===== src/rtl/gf_red_pkg.sv =====
// Shared types and constants for the red_sched controller of the sequential
// GF(2^m) reduction unit.
package gf_red_pkg;

  typedef enum logic [1:0] {
    IDLE,
    RUN,
    RESP
  } state_t;

  localparam int GRADE_MIN = 2;

  // Cycles the unit may spend in a run before the controller gives up on it.
  function automatic int RED_TIMEOUT(input int data_width);
    return 2 * data_width + 4;
  endfunction

  function automatic int grade_width(input int data_width);
    return $clog2(data_width) + 1;
  endfunction

endpackage


===== src/rtl/red_sched_rr_arbiter.sv =====
// Round-robin arbiter: the search starts just after the last granted requester
// and wraps; the pointer register itself lives in the parent.
module rr_arbiter #(
  parameter  int NUM_REQ = 2,
  localparam int IDW     = (NUM_REQ > 1) ? $clog2(NUM_REQ) : 1
) (
  input  logic [NUM_REQ-1:0] req,
  input  logic [IDW-1:0]     last_grant,
  output logic [NUM_REQ-1:0] grant,
  output logic [IDW-1:0]     grant_idx
);

  logic [IDW-1:0] pos;
  logic           found;

  always_comb begin
    grant     = '0;
    grant_idx = '0;
    pos       = '0;
    found     = 1'b0;
    for (int k = 1; k <= NUM_REQ; k++) begin
      pos = IDW'((int'(last_grant) + k) % NUM_REQ);
      if (!found && req[pos]) begin
        found      = 1'b1;
        grant_idx  = pos;
        grant[pos] = 1'b1;
      end
    end
  end

endmodule


===== src/rtl/red_sched.sv =====
// Arbitrates several requesters onto one sequential reduction unit, drives its
// op_enable protocol with a watchdog and returns tagged results.
module red_sched
  import gf_red_pkg::*;
#(
  parameter  int DATA_WIDTH = 4,
  parameter  int NUM_REQ    = 2,
  localparam int GW         = grade_width(DATA_WIDTH),
  localparam int IDW        = (NUM_REQ > 1) ? $clog2(NUM_REQ) : 1
) (
  input  logic                            clk,
  input  logic                            rst,
  input  logic [NUM_REQ-1:0]              req_valid,
  output logic [NUM_REQ-1:0]              req_ready,
  input  logic [NUM_REQ*GW-1:0]           req_grade,
  input  logic [NUM_REQ*(DATA_WIDTH+1)-1:0] req_polyn,
  input  logic [NUM_REQ*2*DATA_WIDTH-1:0] req_operand,
  output logic                            resp_valid,
  input  logic                            resp_ready,
  output logic [IDW-1:0]                  resp_id,
  output logic [DATA_WIDTH-1:0]           resp_data,
  output logic                            resp_err,
  output logic                            red_op_enable,
  output logic [GW-1:0]                   red_polyn_grade,
  output logic [DATA_WIDTH:0]             red_polyn_red_in,
  output logic [2*DATA_WIDTH-1:0]         red_reduc_in,
  input  logic [DATA_WIDTH-1:0]           red_out,
  input  logic                            red_op_finish
);

  localparam int TIMEOUT = RED_TIMEOUT(DATA_WIDTH);
  localparam int WDW     = $clog2(TIMEOUT + 1);

  state_t                  state;
  logic [IDW-1:0]          last_grant;
  logic [WDW-1:0]          wdog;
  logic [GW-1:0]           hold_grade;
  logic [DATA_WIDTH:0]     hold_polyn;
  logic [2*DATA_WIDTH-1:0] hold_operand;

  logic [NUM_REQ-1:0]      arb_grant;
  logic [IDW-1:0]          arb_idx;
  logic [GW-1:0]           sel_grade;
  logic [DATA_WIDTH:0]     sel_polyn;
  logic [2*DATA_WIDTH-1:0] sel_operand;
  logic                    grade_ok;

  rr_arbiter #(.NUM_REQ(NUM_REQ)) u_arb (
    .req        (req_valid),
    .last_grant (last_grant),
    .grant      (arb_grant),
    .grant_idx  (arb_idx)
  );

  always_comb begin
    sel_grade   = '0;
    sel_polyn   = '0;
    sel_operand = '0;
    for (int i = 0; i < NUM_REQ; i++) begin
      if (arb_grant[i]) begin
        sel_grade   = req_grade[i*GW +: GW];
        sel_polyn   = req_polyn[i*(DATA_WIDTH+1) +: DATA_WIDTH+1];
        sel_operand = req_operand[i*2*DATA_WIDTH +: 2*DATA_WIDTH];
      end
    end
  end

  assign grade_ok = (int'(sel_grade) >= GRADE_MIN) && (int'(sel_grade) <= DATA_WIDTH);

  // Accept is only offered while idle and out of reset, so it is one-hot or zero.
  assign req_ready = (state == IDLE && !rst) ? arb_grant : '0;

  assign red_polyn_grade  = hold_grade;
  assign red_polyn_red_in = hold_polyn;
  assign red_reduc_in     = hold_operand;

  always_ff @(posedge clk) begin
    if (rst) begin
      state         <= IDLE;
      last_grant    <= IDW'(NUM_REQ - 1);
      wdog          <= '0;
      hold_grade    <= '0;
      hold_polyn    <= '0;
      hold_operand  <= '0;
      resp_valid    <= 1'b0;
      resp_id       <= '0;
      resp_data     <= '0;
      resp_err      <= 1'b0;
      red_op_enable <= 1'b0;
    end else begin
      case (state)
        IDLE: begin
          if (|req_valid) begin
            hold_grade   <= sel_grade;
            hold_polyn   <= sel_polyn;
            hold_operand <= sel_operand;
            resp_id      <= arb_idx;
            last_grant   <= arb_idx;
            wdog         <= '0;
            if (grade_ok) begin
              state         <= RUN;
              red_op_enable <= 1'b1;
            end else begin
              state      <= RESP;
              resp_valid <= 1'b1;
              resp_err   <= 1'b1;
              resp_data  <= '0;
            end
          end
        end
        RUN: begin
          if (red_op_finish) begin
            state         <= RESP;
            red_op_enable <= 1'b0;
            resp_valid    <= 1'b1;
            resp_data     <= red_out;
            resp_err      <= 1'b0;
          end else if (wdog == WDW'(TIMEOUT - 1)) begin
            // Last permitted run cycle without a finish: abandon the operation.
            state         <= RESP;
            red_op_enable <= 1'b0;
            resp_valid    <= 1'b1;
            resp_data     <= '0;
            resp_err      <= 1'b1;
          end else begin
            wdog <= wdog + 1'b1;
          end
        end
        RESP: begin
          if (resp_ready) begin
            state      <= IDLE;
            resp_valid <= 1'b0;
          end
        end
        default: state <= IDLE;
      endcase
    end
  end

endmodule

===== config.mk =====
export PLATFORM = sky130hd
export DESIGN_NAME = red_sched
export DESIGN_NICKNAME = d
export VERILOG_FILES = /design/src/rtl/gf_red_pkg.sv /design/src/rtl/red_sched_rr_arbiter.sv /design/src/rtl/red_sched.sv
export SDC_FILE = /design/constraint.sdc
export NUM_CORES = 1
export LEC_CHECK = 0
export ABC_AREA = 1
export CAP_MARGIN = 25
export CORE_MARGIN = 5
export CORE_UTILIZATION = 42
export CTS_CLUSTER_SIZE = 24
export DETAILED_ROUTE_END_ITERATION = 10
export PLACE_DENSITY = 0.84
export REMOVE_ABC_BUFFERS = 1
export SKIP_LAST_GASP = 1
export SLEW_MARGIN = 20
export SYNTH_ARGS = -nofsm -noshare
export SYNTH_HDL_FRONTEND = slang
export SYNTH_SLANG_ARGS = --single-unit

===== constraint.sdc =====
create_clock -name clk -period 2 [get_ports clk]
set_clock_uncertainty 0.1 [all_clocks]
set_input_delay 0.2 -clock clk [delete_from_list [all_inputs] [get_ports clk]]
set_output_delay 0.2 -clock clk [all_outputs]
set_load 0.01 [all_outputs]

Word level (Yosys, flattened, before mapping)
Index checks and enable logic that the tools add are counted.
Widths: inputs -> output; s select.

storage, ports and cells
  register bits = 31
  bits of input ports = 42
  output and inout port bits = 26
  word-level logic and storage cells = 96

cells by class
  add/subtract/negate cells = 3
  magnitude comparators = 6
  equal/unequal tests = 10
  muxes and demuxes = 48
  bitwise logic cells = 1
  reduce and logical (&&, ||, !) cells = 17

operators by type and width
  kind                 number
  $mux 4               7
  $mux 1               19
  $mux 2               8
  $mux 8               2
  $pmux 4 s2           2
  $reduce_and 4->1     3
  $mux 5               2
  $ne 2x2->1 const B   5
  $mux 3               2
  $pmux 2 s3           1
  $logic_and 1x1->1    5
  $reduce_and 5->1     1
  $add 4x1->4 const B  1
  $eq 4x4->1 const B   1
  $lt 1x2->1 const B   2
  $pmux 1 s2           2
  $ge 3x2->1 const B   1
  $le 3x3->1 const B   1
  $ne 3x3->1 const B   1
  $pmux 1 s3           1
  $reduce_and 3->1     1
  $reduce_bool 3->1    1
  $add 1x1->1 const B  2
  $demux 1 s1          2
  10 further kinds     12

Logic depth before layout (Yosys ltp)
Gate-level depths: netlist (run 1).

  word-level depth = 15
  depth in mapped cells = 11
  mapped depth without buffers = 11

Hierarchy
From an unflattened synthesis (run 1), not the netlist that was laid out.

unflattened totals
  cell total of the unflattened synthesis = 185
  area total of the unflattened synthesis = 1393.8 µm²

modules (own cells, without submodules)
  module      times used  cells an instance  area an instance (µm²)  seq. area each (µm²)
  red_sched   1           180                1358.8                  620.6
  rr_arbiter  1           5                  35.0                    0.0

Worst setup path after synthesis (run 1)
OpenSTA, ideal clock, no wires.

  path kind = register to register
  start point = reg last_grant
  end point = reg resp_data[1]
  library setup time = 114 ps
  arrival time = 1174 ps
  data required time = 1786 ps
  path slack = 612 ps
  cell stages (with the launch flop) = 12
  path buffers = 0
  period minus slack after synthesis = 1388 ps
  cells stage by stage = dfxtp_1 -> inv_1 -> nand2_1 -> nand3_1 -> nand2_1 -> clkinv_1 -> nand2_1 -> nand3_4 -> nand2_2 -> nand2_1 -> nand2_1 -> nor2_2

between the ends
  cells in the longest elaborated chain, start to end = 14
  elaborated cells between the ends (all ways) = 29
  those cells by class = add/sub: 2; order compare: 6; eq/ne: 1; mux: 13; bitwise: 1; reduce/logical: 6

RTL lines
  item                                                            RTL line                    text
  start: declaration                                              red_sched.sv:35             logic [IDW-1:0] last_grant;
  start signal: assignment                                        red_sched.sv:80             last_grant <= IDW'(NUM_REQ - 1);
  start signal: assignment                                        red_sched.sv:98             last_grant <= arb_idx;
  $add 1x1->1                                                     red_sched_rr_arbiter.sv:22  pos = IDW'((int'(last_grant) + k) % NUM_REQ);
  $lt 1x2->1 (not written as such) or $ge 1x1->1 (tied branches)  red_sched_rr_arbiter.sv:26  grant[pos] = 1'b1;
  $logic_and 1x1->1 (not written as such)                         red_sched_rr_arbiter.sv:26
  $mux 1 (not written as such)                                    red_sched_rr_arbiter.sv:26
  $demux 1 s1                                                     --
  $mux 2                                                          red_sched_rr_arbiter.sv:23  if (!found && req[pos]) begin
  $or 2x2->2 (no line)                                            --
  $mux 2 *                                                        red_sched_rr_arbiter.sv:23
  $mux 3                                                          red_sched.sv:60             if (arb_grant[i]) begin
  $mux 3 *                                                        red_sched.sv:60
  $ge 3x2->1 or $le 3x3->1 (tied branches)                        red_sched.sv:68             assign grade_ok = (int'(sel_grade) >= GRADE_MIN) && (int'(sel_grade) <= DATA_WIDTH);
  $logic_and 1x1->1 *                                             red_sched.sv:68
  $ne 2x2->1 (no line) *                                          --
  $reduce_and 4->1 (no line) *                                    --
  end signal: assignment                                          red_sched.sv:116            resp_data <= red_out;
  end: declaration                                                red_sched.sv:21             output logic [DATA_WIDTH-1:0] resp_data,

Every way passes the cells marked *; elsewhere a longest branch is shown, timed or not. The select of a mux whose other input is x is not followed.
A chain may end at the register's enable or synchronous reset.

Worst setup path after layout (run 1)
  start point = in req_valid[1]
  end point = reg resp_data[1]

between the ends
  cells in the longest elaborated chain, start to end = 12
  elaborated cells between the ends (all ways) = 19
  those cells by class = order compare: 2; eq/ne: 2; mux: 9; bitwise: 1; reduce/logical: 5

RTL lines
  item                                       RTL line                    text
  start: declaration                         red_sched.sv:13             input logic [NUM_REQ-1:0] req_valid,
  $mux 1 (not written as such) (2 in a row)  red_sched_rr_arbiter.sv:23
  $mux 1                                     red_sched_rr_arbiter.sv:23
  $logic_not 1->1                            red_sched_rr_arbiter.sv:23
  $logic_and 1x1->1                          red_sched_rr_arbiter.sv:23
  $mux 2                                     red_sched_rr_arbiter.sv:23
  $mux 3 (2 in a row)                        red_sched.sv:60
  $ge 3x2->1 or $le 3x3->1 (tied branches)   red_sched.sv:68
  $logic_and 1x1->1                          red_sched.sv:68
  $ne 2x2->1 (no line)                       --
  $reduce_and 4->1 (no line) *               --

Marked as above.

==> run summary, run 1 <==
cell count after synthesis -> 217
Slew HR -> 77.9%
TritonCTS clock tree -> yes
final cycle utilization of the critical path -> 87.7%
clock transition at the registers of the reported paths -> 0.07 ns
CTS Buf Count -> 5
status -> completed
post-route insts no fill -> 341
share of the synthesized area in the top cell type -> 40.0%
Fillers -> 314
routed via count -> 1665
most common cell in the netlist -> nand2_1
CP startpoint kind -> input port
Starting Density -> 42.7%
Die Ht -> 70.8 um
Slew Viols, Final -> 0
# port buffers -> 67
Worst EP required -> 2.09 ns
Final Worst Setup Slack -> 0.247 ns
hold_buf cts -> 0
synthesis warning total -> 0
Worst-Skew Late Latency -> 0.29 ns
Hold Crit Start -> resp_valid
endpoint class of the critical path -> register
DP Cell Count -> 333
Crit Path Max Fanout -> 11
slew at the pin closest to its max-slew limit -> 0.331 ns
Max rail drop VDD -> 0.561 mV
Overall Global Routing Usage -> 17.4%
H-tree Lvls -> 2
post-synth cell types -> 25
Cell Area, Synth -> 1550 um^2
leakage -> 1.08 nW
vias in the first global route -> 1598
initial antenna violation count -> 0
largest area contributor in the netlist -> dfxtp_1
CP startpoint -> req_valid[1]
Vias/cell -> 4.88
Setup CP Type -> input port to register
register area -> 622 um^2
Synth top cells by count -> 40 x nand2_1, 39 x nand3_1, 31 x dfxtp_1
NetSw -> 740 uW
Hold WS -> 0.347 ns
die footprint -> 5010 um^2
switch share -> 32.1%
Synth area leaders -> dfxtp_1 40%, nand3_1 13%, nand2_1 9.7%
PwrDens -> 942 nW/um^2
Syn Area/Cell -> 7.16 um^2
hpwl dp -> 3.14 mm
area taken by multi-input logic gates -> 778 um^2
Setup WS pre-CTS -> -0.0141 ns
clock share of power -> 27.9%
IO Pins -> 68
TritonCTS sink count -> 31
post-synthesis sequential area ratio -> 40.0%
HP Class -> register to register
diode count -> 0
drt first-iter violations -> 119
Pint -> 1.57 mW
Final Hold Fails -> 0
sequential power share -> 34.9%
Power, Total -> 2.31 mW
Comb power frac -> 37.2%
Async SR Flop Fraction -> 0%
final wirelength -> 4.08 mm
final-stage net count -> 335
RSZ-0062 raised after global routing -> no
Period minus WS final -> 1.75 ns
layout cell share with drive strength beyond 1 -> 13.0%
predominant post-synthesis flop cell -> dfxtp_1
die width -> 70.8 um
clk buf depth -> 2
Max Cap Viol -> 0
Placeable Area -> 3630 um^2
number of synthesized flops with an enable pin -> 0
Avg WL per Cell -> 12.0 um
Area Growth Syn to Fin -> 57.7%
largest net degree at the start of global routing -> 26
grt total ovfl -> 0
Post-DRT Antenna Nets -> 0
fmax -> 570 MHz
Initial DRT Pass Iterations -> 4
final setup vio count -> 0
Routability Congestion -> 0.850
flops & latches, synth -> 31
FF-to-FF Start -> last_grant
DRC -> 0
CP arrival -> 1.84 ns
first-pass GRT wire length -> 6.93 mm
Rows -> 22
Root Driver -> clkbuf_8
## power groups by stage
stage / combinational (mW) / sequential, mW / clock (mW)
floorplan: 0.390 / 0.859 / 0
global placement: 0.850 / 0.816 / 0
detailed placement: 0.859 / 0.816 / 0
CTS: 0.864 / 0.806 / 0.660
global route: 0.958 / 0.820 / 0.693
finish: 0.858 / 0.806 / 0.644
## cell usage in the layout (no fill, tap or decap), types with 4 or more instances in the layout
cell type,instances
clkdlybuf4s50_1,65
nand2_1,39
nand3_1,39
dfxtp_1,30
inv_1,25
a21oi_1,16
nor2_1,13
o211ai_1,10
buf_4,9
nand2_2,7
clkbuf_8,6
o21ai_0,5
a31oi_1,4
## through the flow
step	cell area (um^2)	TNS, ns	util (%)
2_1_floorplan	1500	0	-
3_3_place_gp	2320	0	63.9
3_5_place_dp	2320	-0.0141	63.9
4_1_cts	2440	0	67.2
5_1_grt	2450	0	67.4
6_report	2450	0	67.4
## area by class of cell
type / count / area share [%]
clock inverter: 2 / 1.43
timing repair buffer: 77 / 31.2
tap: 48 / 2.45
inverter: 28 / 4.39
clock buffer: 6 / 3.37
multi-input combinational: 149 / 31.8
sequential: 31 / 25.4
## final timing paths
kind	endpoint	slack (ns)	depth (start not counted)
max	resp_data[1]	0.25	11
min	resp_valid	0.35	2
max reg2reg	resp_data[1]	0.41	11
min reg2reg	resp_valid	0.35	2
## repair_timing
action,CTS,global route
setup endpoints to repair,2,2
gates resized for setup,1,3
setup buffers,0,0
## worst max-delay path, cell delays in order
cell and delay (ns):
clkdlybuf4s50_1 0.56, buf_4 0.22, nand3_1 0.13, nand2_1 0.12, clkinv_1 0.08, nand2_1 0.11, nand3_4 0.14, nand2_2 0.12
nand2_1 0.05, nand2_1 0.07, nor2_2 0.04
## per-layer routing
metal / vias up / routed length (um) / track usage, %
met1: 728 / 1700 / 19.8
li1: 865 / - / -
met5: - / 0 / 0
met3: 9 / 436 / 8.66
met4: 0 / 96 / 8.77
met2: 63 / 1850 / 26.8
## cells by family (layout without fill, tap and decap cells)
group           Yosys count  after routing  share of synthesized area, %
compound gates           36             36                          13.5
fa+ha+maj                 1              1                         0.806
buf+inv                  37            113                          10.1
flops                    31             31                          40.0
simple gates            112            112                          35.6
## registers in the layout (all words and copies together), names as in the netlist
register / count
red_reduc_in: 8
red_polyn_red_in: 5
resp_data: 4
wdog: 4
red_polyn_grade: 3
state: 2
last_grant: 1
red_op_enable: 1
resp_err: 1
resp_id: 1
resp_valid: 1
No activity file was read; power rests on OpenSTA's default activity.
==> run 2: changes to the inputs <==
CAP_MARGIN = 0   (was 25)
CORE_UTILIZATION = 45   (was 42)
DONT_BUFFER_PORTS = 1   (was unset)
PLACE_DENSITY = 0.64   (was 0.84)
clock period = 2.3 ns   (was 2 ns; I/O delays follow)
==> run 2 against run 1 <==
  * Wire length down 11%
  * Non-clock buffer count shrank 66
  * Combinational power is 50% lower
  * Worst setup slack better by 0.075 ns
  * Final cell count fell by 20%
  * Critical path type is now register to register
  * Sequential power shrank 6.5%
  * Total power shrank 33%
  * First-iteration DRC count is 65% lower
  * Count of clock-buffer cells in the layout increased by 2
==> run summary, run 2 (same netlist as run 1, synthesis figures left out) <==
status -> completed
Fillers -> 365
Setup WS pre-CTS -> 0.461 ns
Slew HR -> 58.5%
layout cell share with drive strength beyond 1 -> 11.5%
clock transition at the registers of the reported paths -> 0.10 ns
Rows -> 21
Max rail drop VDD -> 0.376 mV
met1 WL -> 1.54 mm
max FFs per register -> 8
clk buf depth -> 2
post-layout util -> 52.1%
Post-DP Area -> 1570 um^2
Initial DRT Pass Iterations -> 4
register area -> 621 um^2
RSZ-0062 raised after global routing -> no
R2R Path End -> red_reduc_in[1]
final-stage net count -> 269
# port buffers -> 0
largest net degree at the start of global routing -> 26
area taken by multi-input logic gates -> 776 um^2
final wirelength -> 3.64 mm
CP arrival -> 2.15 ns
die width -> 68.7 um
Worst EP required -> 2.47 ns
Setup CP Type -> register to register
Root Driver -> clkbuf_4
Worst-Skew Late Latency -> 0.32 ns
TritonCTS clock tree -> yes
Die Ht -> 68.7 um
Final Hold Fails -> 0
Post-DRT Antenna Nets -> 0
initial antenna violation count -> 0
routed via count -> 1438
fmax -> 505 MHz
Vias/cell -> 5.27
commonest non-fill, non-tap cell in the layout -> nand2_1
Slew Viols, Final -> 0
final cycle utilization of the critical path -> 86.0%
Starting Density -> 46.5%
Max Cap Viol -> 0
slew at the pin closest to its max-slew limit -> 0.622 ns
CP startpoint kind -> register
hpwl dp -> 2.57 mm
Worst Reg-to-Reg Cells -> 7
die footprint -> 4730 um^2
grt total ovfl -> 0
detailed route wirelength on metal2 -> 1.67 mm
CTS Buf Count -> 5
first-pass GRT wire length -> 6.11 mm
Routability Congestion -> 0.780
IO Pins -> 68
setup_tns -> 0 ns
HP Class -> input port to register
H-tree Lvls -> 2
Period minus WS final -> 1.98 ns
reg-to-reg slack, setup -> 0.32 ns
TritonCTS sink count -> 31
PwrDens -> 889 nW/um^2
Final Cell Area -> 1740 um^2
leakage -> 0.774 nW
Top Layer Used -> met4
Placeable Area -> 3340 um^2
Overall Global Routing Usage -> 17.5%
Hold Path Cell Cnt -> 4
vias in the first global route -> 1350
endpoint class of the critical path -> register
final setup vio count -> 0
Area Growth Syn to Fin -> 11.9%
Worst Hold Path EP -> resp_data[2]
most frequent cells in the layout -> 40 x nand2_1, 39 x nand3_1, 31 x dfxtp_1
Avg WL per Cell -> 13.3 um
FF-to-FF Start -> last_grant
drt first-iter violations -> 42
Final Worst Setup Slack -> 0.322 ns
routed wl met3 -> 351 um
Hold Crit Start -> red_out[2]
diode count -> 0
DRC -> 0
Crit Path Max Fanout -> 12
Post-CTS Setup Bufs -> 0
## run 2: cell count changes in the layout (fill, tap and decap cells not counted), sizes merged
cell           change
buf                -9
dlymetal6s2s       -2
dlygate4sd3       +10
clkbuf             +2
clkdlybuf4s50     -65
clkinv             -1
bufinv             -1
## run 2: layout make-up
class / count / share of cell area [%]
sequential: 31 / 35.7
tap: 46 / 3.31
multi-input combinational: 149 / 44.6
inverter: 28 / 6.19
clock buffer: 8 / 3.96
timing repair buffer: 11 / 6.19
## run 2: worst max-delay path by stage
stage                     from                   to  slack (ns)  depth (start not counted)
global placement    last_grant         resp_data[1]        0.53                         11
finish              last_grant      red_reduc_in[1]        0.32                          7
CTS                 last_grant      red_reduc_in[0]        0.32                          7
global route        last_grant  red_polyn_red_in[2]        0.17                          7
floorplan             state[1]              wdog[0]        0.71                          8
detailed placement  last_grant         resp_data[1]        0.46                         11
## run 2: power by group
part           total (mW)  internal (mW)  switching [mW]
Combinational       0.431          0.162           0.269
Clock               0.360          0.180           0.180
Sequential          0.754          0.638           0.116
## run 2: repair_timing
action | in CTS | in global routing
hold buffers | 10 | 0
resized for setup | 0 | 0
hold endpoints to repair | 9 | 0
## run 2: critical path, stage by stage, from the launching register on
cell and delay [ns]:
dfxtp_1 0.35, inv_1 0.05, nand2_1 0.29, nand2_1 0.16
nor2_2 0.20, nand2_1 0.07, a31oi_1 0.13, dlygate4sd3_1 0.56
## run 2: metal layers
metal / global-route usage, % / up-vias
li1: - / 740
met1: 20.3 / 642
met2: 26.9 / 48
met3: 9.08 / 8
met4: 7.30 / 0
met5: 0 / -
## run 2: stage by stage
step | power (mW) | hold WS (ns) | instances
global route | 1.67 | 0.0465 | 273
detailed placement | 1.18 | 0.204 | 255
finish | 1.54 | 0.0330 | 273
global placement | 1.18 | 0.201 | 255
floorplan | 1.09 | 0.199 | 208
CTS | 1.57 | 0.0197 | 273
==> run 3: changes to the inputs <==
CORE_UTILIZATION = 55   (was 45)
PLACE_DENSITY = 0.74   (was 0.64)
==> run 3 against run 2 <==
  * Final cell count fell by 5.5%
  * Total power rose by 6.9%
  * Register-to-register slack got worse by 0.12 ns
  * Non-clock buffer count did not move
==> run summary, run 3 (same netlist as run 1, synthesis figures left out) <==
Worst-Skew Late Latency -> 0.34 ns
status -> completed
clock transition at the registers of the reported paths -> 0.10 ns
Rows -> 19
met1 GRT Util -> 23.1%
Post-CTS Setup Bufs -> 0
slew at the pin closest to its max-slew limit -> 0.620 ns
diode count -> 0
CP arrival -> 2.28 ns
GRT met2 Usage -> 33.2%
fmax -> 477 MHz
Max Cap Viol -> 0
final setup vio count -> 0
Vias/cell -> 5.79
Crit Path Max Fanout -> 12
endpoint class of the critical path -> register
Fillers -> 250
R2R Path End -> red_polyn_red_in[2]
Most common cell on crit path -> nand2_1
Worst Reg-to-Reg Cells -> 7
PwrDens -> 951 nW/um^2
die width -> 63.1 um
RSZ-0062 raised after global routing -> no
Avg WL per Cell -> 15.2 um
TritonCTS sink count -> 31
final-stage net count -> 269
PostCTS Resize Cnt -> 0
first-pass GRT wire length -> 6.58 mm
largest net degree at the start of global routing -> 26
HP Class -> input port to register
sequential power share -> 45.9%
DRC -> 0
Max rail drop VDD -> 0.619 mV
Starting Density -> 56.8%
Period minus WS final -> 2.10 ns
die footprint -> 3990 um^2
Overall Global Routing Usage -> 20.6%
final wirelength -> 3.91 mm
Area Growth Syn to Fin -> 11.8%
GR Util met3 -> 7.82%
IO Pins -> 68
Die Ht -> 63.1 um
Initial DRT Pass Iterations -> 4
CTS Buf Count -> 5
Setup CP Type -> register to register
worst-path cell chain -> inv_1, nand2_1, nand2_1, nor2_2, nand2_1, a31oi_1, dlygate4sd3_1
Hold WS -> 0.0264 ns
Comb power frac -> 26.6%
CP startpoint -> last_grant
hpwl dp -> 2.80 mm
area taken by multi-input logic gates -> 776 um^2
clock share of power -> 27.5%
final cycle utilization of the critical path -> 91.1%
grt total ovfl -> 0
drt first-iter violations -> 77
Slew Viols, Final -> 0
slowest CP cell -> dlygate4sd3_1
commonest non-fill, non-tap cell in the layout -> nand2_1
hold_buf cts -> 10
Pint -> 1.06 mW
CP startpoint kind -> register
most frequent cells in the layout -> 40 x nand2_1, 39 x nand3_1, 31 x dfxtp_1
WP depth -> 7
DP Cell Count -> 240
initial antenna violation count -> 0
max FFs per register -> 8
Bufs and invs on worst path -> 2
vias in the first global route -> 1472
FF-to-FF Start -> last_grant
routed via count -> 1493
layout cell share with drive strength beyond 1 -> 11.9%
Worst EP required -> 2.49 ns
TritonCTS clock tree -> yes
Post-DRT Antenna Nets -> 0
reg-to-reg slack, setup -> 0.20 ns
NetSw -> 594 uW
setup_tns -> 0 ns
H-tree Lvls -> 2
clk buf depth -> 2
Setup crit end -> red_polyn_red_in[2]
CP delay by family, top -> simple AND/OR/NAND/NOR gates
Routability Congestion -> 0.820
register area -> 621 um^2
Top Usage Layer GRT -> met2
post-layout util -> 63.5%
Final Hold Fails -> 0
switch share -> 36.0%
post-route insts no fill -> 258
Placeable Area -> 2730 um^2
Slew HR -> 58.6%
leakage -> 0.784 nW
Critical Path Max Stage Delay -> 0.57 ns
# port buffers -> 0
Root Driver -> clkbuf_4
run 3: power groups by stage:
| stage | combinational (mW) | sequential (mW) | clock, mW |
|---|---|---|---|
| after CTS | 0.439 | 0.760 | 0.465 |
| after global routing | 0.501 | 0.771 | 0.485 |
| after floorplan | 0.339 | 0.747 | 0 |
| final | 0.439 | 0.758 | 0.454 |
| after detailed placement | 0.415 | 0.771 | 0 |
| after global placement | 0.395 | 0.767 | 0 |
run 3: worst reg2reg max path, stage by stage, from the launching register on:
cell and delay, ns:
dfxtp_1 0.36, inv_1 0.06, nand2_1 0.29, nand2_1 0.15, nor2_2 0.23, nand2_1 0.11, a31oi_1 0.18, dlygate4sd3_1 0.57
run 3: worst min path at each step:
| stage | start | end | cells after the start |
|---|---|---|---|
| global route | red_out[3] | resp_data[3] | 4 |
| global placement | rst | resp_id | 1 |
| CTS | red_out[3] | resp_data[3] | 4 |
| floorplan | rst | red_op_enable | 1 |
| detailed placement | rst | resp_id | 1 |
| finish | red_out[3] | resp_data[3] | 4 |
run 3: final cells by class:
| class | instances | share of cell area (%) |
|---|---|---|
| clock inverter | 2 | 2.02 |
| inverter | 28 | 6.20 |
| sequential | 31 | 35.7 |
| timing repair buffer | 11 | 6.20 |
| multi-input combinational | 149 | 44.7 |
| tap | 31 | 2.23 |
| clock buffer | 6 | 2.95 |
run 3: per-layer routing:
layer	vias to the layer above	share of wire [%]
li1	739	-
met1	690	40
met2	59	50
met3	5	8.7
met4	0	1.4
met5	-	0
run 3: per-stage QoR:
stage               setup WS (ns)  cell area (um^2)  power [mW]
floorplan                   0.711              1500        1.09
global placement            0.574              1550        1.16
detailed placement          0.480              1550        1.19
CTS                         0.304              1740        1.66
global route               0.0206              1740        1.76
finish                      0.204              1740        1.65
